<file path="src/rtl/special_functions_seq_if.sv">
// Handshake bundle between the SP-class issue stage and the sequential special-function unit.
// master drives operands and accepts results; slave is the functional unit.
interface special_functions_seq_if #(
    parameter int unsigned WIDTH = 32
) ();
    logic             in_valid;
    logic             in_ready;
    logic [3:0]       op;
    logic [WIDTH-1:0] a;
    logic [WIDTH-1:0] b;
    logic             out_valid;
    logic             out_ready;
    logic [WIDTH-1:0] result;
    logic             err;

    modport master (
        output in_valid, op, a, b, out_ready,
        input  in_ready, out_valid, result, err
    );

    modport slave (
        input  in_valid, op, a, b, out_ready,
        output in_ready, out_valid, result, err
    );
endinterface

</file>
<file path="src/rtl/special_functions_seq.sv">
// Sequential special-function unit: SP1..SP5 using a radix-2 shift-add multiplier,
// one operation in flight, valid/ready on both sides.
module special_functions_seq #(
    parameter int unsigned WIDTH     = 32,
    parameter int unsigned SP2_SHIFT = 2
) (
    input logic                  clk,
    input logic                  rst,
    special_functions_seq_if.slave sf_io
);
    localparam int unsigned CntW = (WIDTH > 1) ? $clog2(WIDTH) : 1;
    localparam logic [CntW-1:0] LastCnt = CntW'(WIDTH - 1);

    localparam logic [3:0] OpSp1 = 4'd1;
    localparam logic [3:0] OpSp2 = 4'd2;
    localparam logic [3:0] OpSp3 = 4'd3;
    localparam logic [3:0] OpSp4 = 4'd4;
    localparam logic [3:0] OpSp5 = 4'd5;

    typedef enum logic [1:0] {StIdle, StMul, StDone} state_e;

    state_e           state_q, state_d;
    logic [CntW-1:0]  cnt_q, cnt_d;
    logic [WIDTH-1:0] prod_q, prod_d;
    logic [WIDTH-1:0] a_q, a_d;
    logic [WIDTH-1:0] b_q, b_d;
    logic [3:0]       op_q, op_d;
    logic [WIDTH-1:0] result_q, result_d;
    logic             err_q, err_d;

    logic [WIDTH-1:0] term;
    logic [WIDTH-1:0] prod_sum;
    logic [WIDTH-1:0] func_res;
    logic             is_mul_op;

    always_ff @(posedge clk) begin
        if (rst) begin
            state_q  <= StIdle;
            cnt_q    <= '0;
            prod_q   <= '0;
            a_q      <= '0;
            b_q      <= '0;
            op_q     <= '0;
            result_q <= '0;
            err_q    <= 1'b0;
        end else begin
            state_q  <= state_d;
            cnt_q    <= cnt_d;
            prod_q   <= prod_d;
            a_q      <= a_d;
            b_q      <= b_d;
            op_q     <= op_d;
            result_q <= result_d;
            err_q    <= err_d;
        end
    end

    // The final partial product is folded in combinationally so the result lands on the last MUL edge.
    always_comb begin
        term     = b_q[cnt_q] ? (a_q << cnt_q) : '0;
        prod_sum = prod_q + term;
        case (op_q)
            OpSp1:   func_res = prod_sum - a_q;
            OpSp2:   func_res = (prod_sum << SP2_SHIFT) - a_q;
            OpSp3:   func_res = prod_sum + a_q;
            OpSp5:   func_res = prod_sum + b_q;
            default: func_res = '0;
        endcase
    end

    assign is_mul_op = (sf_io.op == OpSp1) || (sf_io.op == OpSp2) ||
                       (sf_io.op == OpSp3) || (sf_io.op == OpSp5);

    always_comb begin
        state_d  = state_q;
        cnt_d    = cnt_q;
        prod_d   = prod_q;
        a_d      = a_q;
        b_d      = b_q;
        op_d     = op_q;
        result_d = result_q;
        err_d    = err_q;
        unique case (state_q)
            StIdle: begin
                if (sf_io.in_valid) begin
                    a_d  = sf_io.a;
                    b_d  = sf_io.b;
                    op_d = sf_io.op;
                    if (is_mul_op) begin
                        cnt_d   = '0;
                        prod_d  = '0;
                        state_d = StMul;
                    end else begin
                        result_d = (sf_io.op == OpSp4) ? ((sf_io.a << 1) + sf_io.a) : '0;
                        err_d    = (sf_io.op != OpSp4);
                        state_d  = StDone;
                    end
                end
            end
            StMul: begin
                prod_d = prod_sum;
                cnt_d  = cnt_q + 1'b1;
                if (cnt_q == LastCnt) begin
                    result_d = func_res;
                    err_d    = 1'b0;
                    state_d  = StDone;
                end
            end
            StDone: begin
                if (sf_io.out_ready) begin
                    state_d = StIdle;
                end
            end
            default: state_d = StIdle;
        endcase
    end

    assign sf_io.in_ready  = (state_q == StIdle);
    assign sf_io.out_valid = (state_q == StDone);
    assign sf_io.result    = result_q;
    assign sf_io.err       = err_q;
endmodule

</file>
<file path="src/flat_wrapper.sv">
// flat-port wrapper written by rule: the top's interface ports become plain ports
module special_functions_seq_flat 
#(
    parameter int unsigned WIDTH     = 32,
    parameter int unsigned SP2_SHIFT = 2
)
  (clk, rst, sf_io_in_valid, sf_io_op, sf_io_a, sf_io_b, sf_io_out_ready, sf_io_in_ready, sf_io_out_valid, sf_io_result, sf_io_err);
  special_functions_seq_if #(.WIDTH(WIDTH)) sf_io_i ();
  input logic clk;
  input logic rst;
  input wire logic [$bits(sf_io_i.in_valid)-1:0] sf_io_in_valid;
  input wire logic [$bits(sf_io_i.op)-1:0] sf_io_op;
  input wire logic [$bits(sf_io_i.a)-1:0] sf_io_a;
  input wire logic [$bits(sf_io_i.b)-1:0] sf_io_b;
  input wire logic [$bits(sf_io_i.out_ready)-1:0] sf_io_out_ready;
  output wire logic [$bits(sf_io_i.in_ready)-1:0] sf_io_in_ready;
  output wire logic [$bits(sf_io_i.out_valid)-1:0] sf_io_out_valid;
  output wire logic [$bits(sf_io_i.result)-1:0] sf_io_result;
  output wire logic [$bits(sf_io_i.err)-1:0] sf_io_err;
  assign sf_io_i.in_valid = sf_io_in_valid;
  assign sf_io_i.op = sf_io_op;
  assign sf_io_i.a = sf_io_a;
  assign sf_io_i.b = sf_io_b;
  assign sf_io_i.out_ready = sf_io_out_ready;
  assign sf_io_in_ready = sf_io_i.in_ready;
  assign sf_io_out_valid = sf_io_i.out_valid;
  assign sf_io_result = sf_io_i.result;
  assign sf_io_err = sf_io_i.err;
  special_functions_seq #(.WIDTH(WIDTH), .SP2_SHIFT(SP2_SHIFT)) u_core (.clk(clk), .rst(rst), .sf_io(sf_io_i));
endmodule
</file>
<file path="config.mk">
export PLATFORM = sky130hd
export DESIGN_NAME = special_functions_seq_flat
export DESIGN_NICKNAME = d
export VERILOG_FILES = /design/src/rtl/special_functions_seq_if.sv /design/src/rtl/special_functions_seq.sv /design/src/flat_wrapper.sv
export SDC_FILE = /design/constraint.sdc
export NUM_CORES = 1
export LEC_CHECK = 0
export CORE_UTILIZATION = 35
export CTS_BUF_LIST = sky130_fd_sc_hd__clkbuf_8
export CTS_CLUSTER_DIAMETER = 30
export DETAILED_ROUTE_END_ITERATION = 8
export HOLD_SLACK_MARGIN = 0.15
export PLACE_DENSITY = 0.59
export SKIP_CTS_REPAIR_TIMING = 1
export SLEW_MARGIN = 10
export SYNTH_ARGS = -nofsm -noshare
export SYNTH_HDL_FRONTEND = slang
export SYNTH_SLANG_ARGS = --single-unit
</file>
<file path="constraint.sdc">
create_clock -name clk -period 6 [get_ports clk]
set_clock_uncertainty 0.05 [all_clocks]
set_input_delay 0.9 -clock clk [delete_from_list [all_inputs] [get_ports clk]]
set_output_delay 0.9 -clock clk [all_outputs]
set_load 0.01 [all_outputs]
</file>
==> impl_metrics.py, run 1 <==
metrics = {
    "timing": {
        "worstMarginPinSlew_ns": 1.16,
        "relSlewSlack": 0.223,
        "finalHoldViolations": 0,
        "fin_hold_ws_ns": 0.429,
        "rsz0062_at_grt": "yes",
        "fin_crit_ns": 5.87,
        "period_share": 0.979,
        "setup_violations": 0,
        "maxSlewViolCount": 0,
        "timing.fmax_mhz": 170,
    },
    "grt": {
        "grt_pass1_vias": 14900,
        "grt.total_usage": 0.264,
        "grt_pass1_wl_mm": 85.1,
        "antenna_found_initial": 0,
        "grt_overflow_total": 0,
        "grt_max_degree": 83,
    },
    "synth": {
        "async_flop_share": 0,
        "synth-seq-cells": 140,
        "synthFlopType": "dfxtp_1",
        "avgSynthCellArea_um2": 7.37,
        "yosysTopAreaCellShare": 0.194,
        "synth_warnings": 0,
        "synth_cell_types": 88,
        "synth_common_cells": "249 x nand2_1, 227 x a21oi_1, 158 x nor2_1",
        "synth_largest_area_cell": "dfxtp_1",
        "syn_nets": 2156,
        "yosys.cell_count.top_type": "nand2_1",
        "synth-edff-count": 0,
        "seq_area_frac_synth": 0.194,
        "synth.top_cells.by_area": "dfxtp_1 19%, ha_1 11%, a21oi_1 7.9%",
        "syn-cell-area_um2": 14400,
        "synthCells": 1957,
    },
    "setup_path": {
        "cp.required_ns": 6.31,
        "worstReg2RegStart": "u_core.cnt_q[0]",
        "critPathKind": "reg2reg",
        "cp_data_arrival_time_ns": 6.18,
        "critPathTopFamily": "compound AO/OA/AOI/OAI gates",
        "cp_slowest_cell": "a211oi_1",
        "cp-startpoint": "u_core.cnt_q[0]",
        "r2r_slack_ns": 0.13,
        "r2r_end": "u_core.sf_io.result[28]",
        "cp_max_fo": 6,
        "endpoint": "u_core.sf_io.result[28]",
        "crit_cells": 27,
        "r2r_cells": 27,
        "end_kind": "flop",
        "slowest_delay_ns": 0.51,
        "cp-start-kind": "flop",
        "critical_path.most_common_cell": "buf_4",
        "critPathBufInv": 6,
    },
    "floorplan": {
        "start_util": 0.354,
        "die_width_um": 205,
        "io_pins": 107,
        "chipHeight_um": 205,
        "rows": 74,
        "core_area_um2": 40700,
        "die_area_um2": 42000,
    },
    "layout": {
        "nets": 2403,
        "syn2layout_area_growth_pct": 28.4,
        "drive_above_1_share": 0.192,
        "final_util": 0.455,
        "antennaDiodeCount": 0,
    },
    "placement": {
        "dp_hpwl_mm": 43.6,
        "portBuffers": 106,
        "gp_congestion": 1.00,
    },
    "pwr": {
        "power_density_nw_per_um2": 186,
        "leakagePower_nw": 7.92,
        "ir_worst_vdd_mv": 0.133,
    },
    "clocking": {
        "cts_num_sinks": 140,
        "numCtsBuffers": 17,
        "htreeDepth": 4,
        "clkLatencyLatePin_ns": 0.53,
        "cts_buffer_depth": 2,
        "path_clk_slew_ns": 0.09,
        "cts_root_buffer": "clkbuf_8",
        "cts_tree": "yes",
    },
    "detailed_routing": {
        "drt_iter0_markers": 1398,
        "routed_wl_mm": 56.3,
        "vias_per_cell": 5.87,
        "vias": 16100,
        "first_pass_iters": 6,
        "drc": 0,
        "avgRoutedWirePerCell_um": 20.5,
        "ant_nets": 0,
    },
    "min_path": {
        "hp-class": "reg2reg",
    },
    "status": {
        "outcome": "finished, final reports clean",
    },
    "flow_run": {
        "maxCapViolations": 0,
    },
}
-- area by class of cell --
class | instances | area [um^2]
well taps | 532 | 666
multi-input cells | 1627 | 11400
clock buffers | 18 | 248
inverters | 69 | 259
fillers | 4098 | 22200
clock inverters | 14 | 145
repair buffers | 349 | 3000
flip-flops and latches | 140 | 2810
-- cell usage in the layout, fill, tap and decap left out, types with 27 or more instances in the layout --
cell,synthesis,routed
a211oi_1,30,27
a21o_1,75,74
a21oi_1,227,214
a22oi_1,45,41
buf_4,0,232
clkdlybuf4s50_1,0,105
dfxtp_1,140,138
ha_1,124,112
inv_1,69,69
mux2i_1,37,34
nand2_1,249,247
nand3_1,42,41
nor2_1,158,153
nor3_1,47,46
o21ai_0,108,93
xnor2_1,66,57
xor2_1,35,33
-- worst min-delay path by stage --
stage | startpoint | to | slack, ns | cells after the start
2_1_floorplan | u_core.b_q[28] | u_core.b_q[28] | 0.39 | 2
3_3_place_gp | u_core.sf_io.result[14] | u_core.sf_io.result[14] | 0.40 | 2
3_5_place_dp | u_core.sf_io.result[14] | u_core.sf_io.result[14] | 0.42 | 2
4_1_cts | u_core.sf_io.result[14] | u_core.sf_io.result[14] | 0.43 | 2
5_1_grt | u_core.sf_io.result[14] | u_core.sf_io.result[14] | 0.45 | 2
6_report | u_core.sf_io.result[14] | u_core.sf_io.result[14] | 0.43 | 2
-- per-stage QoR --
| step | std cells | setup slack [ns] | instance area, um^2 | TNS (ns) | power, mW |
|---|---|---|---|---|---|
| 5_1_grt | 2749 | -0.113 | 18500 | -0.646 | 3.62 |
| 6_report | 2749 | 0.128 | 18500 | 0 | 3.44 |
| 4_1_cts | 2732 | -0.204 | 17800 | -0.662 | 3.35 |
| 2_1_floorplan | 1957 | 0.0223 | 14400 | 0 | 1.98 |
| 3_3_place_gp | 2700 | -0.106 | 17400 | -0.177 | 2.51 |
| 3_5_place_dp | 2700 | -0.150 | 17400 | -0.372 | 2.52 |
-- flip-flops by register name (all words and copies together), names as in the netlist --
| name | count |
|---|---|
| u_core.b_q | 32 |
| u_core.prod_q | 32 |
| u_core.cnt_q | 5 |
| u_core.sf_io.err | 1 |
| u_core.op_q | 4 |
| u_core.state_q | 2 |
| u_core.sf_io.result | 32 |
| u_core.a_q | 32 |
-- power by group --
group	switching, mW	leakage [nW]	total (mW)	internal [mW]
clock network	0.438	0.180	0.816	0.378
registers	0.0558	1.15	1.04	0.981
logic	0.864	6.59	1.58	0.719
total	1.36	7.92	3.44	2.08
-- worst min-delay path: cells and delay by family, from the launching register on --
kind               cells  cell delay (ns)
AOI/OAI and AO/OA      1             0.06
DFF                    1             0.32
and+or+nand+nor        1             0.06
-- logic make-up after synthesis --
group                      synth area share
xor gates and xnor gates             0.0624
buffers and inverters                0.0533
muxes                                0.0621
adders and majority gates             0.112
and+or+nand+nor                       0.207
DFF                                   0.194
AOI/OAI and AO/OA                     0.309
-- layer usage --
layer	part of all wire	global-route usage
met1	0.46	0.367
met2	0.44	0.406
met3	0.069	0.0377
met4	0.034	0.105
met5	0	0
Power figures use the tool's default switching activity.
==> run 2, diff against run 1 <==
Settings changed: CAP_MARGIN from default to 20, GPL_TIMING_DRIVEN from default to 0.
==> run 2 against run 1 <==
  * The flow now finishes with violations (setup timing)
  * Clock power shrank 3.6%
  * Sequential cell count is the same
  * Global-route usage grew 1.9 points
  * Die area is the same
  * Setup slack lost 0.36 ns
  * Design area shrank 2.8%
  * Register-to-register slack lost 0.36 ns
  * Core utilization shrank 1.3 points
  * Combinational power shrank 3%
  * Critical endpoint is now u_core.sf_io.result[16]
  * Highest routed layer is now met5
==> impl_metrics.py, run 2 (synthesis results as in run 1) <==
metrics = {
    "status": {
        "outcome": "finished with violations",
        "violations": "setup timing",
    },
    "setup_path": {
        "path_cells": "buf_6 > mux4_2 > nor2_4 > or3_4 > or3_4 > nor2_4 > ha_4 > a211oi_4 > o21ai_2 > o31ai_4 > o21bai_2 > a21o_1 > a21oi_2 > xnor2_2 > ha_4 > a211o_1 > or4b_4 > a31o_1 > a21o_1 > a21o_1 > a21oi_1 > xnor2_1 > a221oi_1 > a21oi_1",
        "end_kind": "flop",
        "cp_max_fo": 8,
        "cp_slowest_cell": "or4b_4",
        "critical_path.most_common_cell": "a21o_1",
        "critPathBufInv": 1,
        "cp.required_ns": 6.35,
        "critPathTopFamily": "compound AO/OA/AOI/OAI gates",
        "slowest_delay_ns": 0.52,
        "r2r_end": "u_core.sf_io.result[16]",
        "worstReg2RegStart": "u_core.cnt_q[0]",
        "critPathKind": "reg2reg",
        "r2r_slack_ns": -0.23,
        "r2r_cells": 24,
        "cp_data_arrival_time_ns": 6.59,
        "cp-start-kind": "flop",
    },
    "clocking": {
        "cts_tree": "yes",
        "cts_num_sinks": 140,
        "clkLatencyLatePin_ns": 0.54,
        "htreeDepth": 4,
        "numCtsBuffers": 17,
        "path_clk_slew_ns": 0.10,
        "cts_buffer_depth": 2,
        "cts_root_buffer": "clkbuf_8",
    },
    "detailed_routing": {
        "drt_iter0_markers": 1283,
        "drc": 0,
        "routed_wl_mm": 60.7,
        "first_pass_iters": 6,
        "ant_nets": 0,
        "vias": 15900,
        "avgRoutedWirePerCell_um": 22.8,
        "vias_per_cell": 5.94,
    },
    "floorplan": {
        "io_pins": 107,
        "start_util": 0.354,
        "core_area_um2": 40700,
        "rows": 74,
        "die_area_um2": 42000,
        "chipHeight_um": 205,
        "die_width_um": 205,
    },
    "layout": {
        "final_cells": 2669,
        "final_cell_mix": "246 x nand2_1, 209 x a21oi_1, 152 x nor2_1, 137 x dfxtp_1, 106 x clkdlybuf4s50_1",
        "drive_above_1_share": 0.141,
        "fillers": 4142,
        "nets": 2322,
        "syn2layout_area_growth_pct": 24.8,
        "layout_commonest_cell": "nand2_1",
    },
    "timing": {
        "finalHoldViolations": 0,
        "maxSlewViolCount": 0,
        "fin_crit_ns": 6.23,
        "relSlewSlack": 0.235,
        "timing.fmax_mhz": 160,
        "fin_setup_tns_ns": -1.53,
        "worstMarginPinSlew_ns": 1.15,
        "rsz0062_at_grt": "yes",
        "period_share": 1.04,
        "setup_slack_ns": -0.232,
        "setup_violations": 11,
    },
    "flow_run": {
        "maxCapViolations": 0,
    },
    "grt": {
        "grt_max_degree": 17,
        "antenna_found_initial": 1,
        "grt_pass1_vias": 15200,
        "grt.total_usage": 0.282,
        "grt_overflow_total": 0,
        "grt_pass1_wl_mm": 89.1,
    },
    "pwr": {
        "leakagePower_nw": 7.29,
        "ir_worst_vdd_mv": 0.169,
        "power_mw": 3.37,
        "power_density_nw_per_um2": 187,
    },
    "min_path": {
        "hold_start": "u_core.prod_q[28]",
        "hp-class": "reg2reg",
        "hold_depth": 2,
        "holdPathEnd": "u_core.prod_q[28]",
    },
    "placement": {
        "gp_congestion": 0.978,
        "dp_hpwl_mm": 48.0,
        "placed_cells_incl_taps": 2595,
        "portBuffers": 106,
    },
}
## run 2: cell count changes in the layout (fill, tap and decap cells not counted), sizes merged, moves of 3 or more
cell | previous run | this run
clkinv | 3 | 6
clkbuf | 20 | 108
buf | 242 | 75
clkinvlp | 7 | 3
## run 2: worst max path at each step
stage | start | end | slack [ns] | depth (start not counted)
2_1_floorplan | u_core.cnt_q[1] | u_core.sf_io.result[30] | 0.02 | 26
3_3_place_gp | u_core.cnt_q[1] | u_core.sf_io.result[30] | -1.46 | 28
3_5_place_dp | u_core.cnt_q[1] | u_core.sf_io.result[30] | -1.46 | 28
4_1_cts | u_core.cnt_q[1] | u_core.sf_io.result[30] | -1.50 | 28
5_1_grt | u_core.cnt_q[1] | u_core.sf_io.result[31] | -0.43 | 30
6_report | u_core.cnt_q[0] | u_core.sf_io.result[16] | -0.23 | 24
## run 2: power by group
group          internal [mW]  switching [mW]  leakage, nW
clock network          0.367           0.420        0.195
registers              0.982          0.0667         1.15
logic                  0.649           0.882         5.95
## run 2: worst min-delay path, cell delays in order, from the launching register on
cell     delay (ns)
dfxtp_1        0.33
nand3_1        0.06
nand3_1        0.05
## run 2: metrics by stage
step / instance area (um^2) / setup slack, ns / utilization / hold WS, ns
after CTS: 16600 / -1.50 / 0.406 / 0.438
after global routing: 18000 / -0.430 / 0.442 / 0.458
after global placement: 16200 / -1.46 / 0.397 / 0.416
final: 18000 / -0.232 / 0.442 / 0.433
after floorplan: 14400 / 0.0223 / - / 0.395
after detailed placement: 16200 / -1.46 / 0.397 / 0.423
## run 2: layout make-up
| cell class | instances | area (um^2) | share of cell area |
|---|---|---|---|
| Buffer | 112 | 571 | 0.0317 |
| Clock inverter | 11 | 93.8 | 0.00521 |
| Inverter | 69 | 259 | 0.0144 |
| Clock buffer | 21 | 289 | 0.0161 |
| Multi-Input combinational cell | 1627 | 11900 | 0.659 |
| Antenna cell | 1 | 2.50 | 0.000139 |
| Timing Repair Buffer | 156 | 1450 | 0.0804 |
| Tap cell | 532 | 666 | 0.0370 |
| Sequential cell | 140 | 2810 | 0.156 |
## run 2: metal layers
| metal | vias to the layer above | global-route usage | wire length, um |
|---|---|---|---|
| met3 | 134 | 0.0396 | 3760 |
| met5 | - | 0 | 12 |
| li1 | 7540 | - | - |
| met2 | 615 | 0.463 | 28000 |
| met1 | 7571 | 0.363 | 26500 |
| met4 | 2 | 0.133 | 2520 |
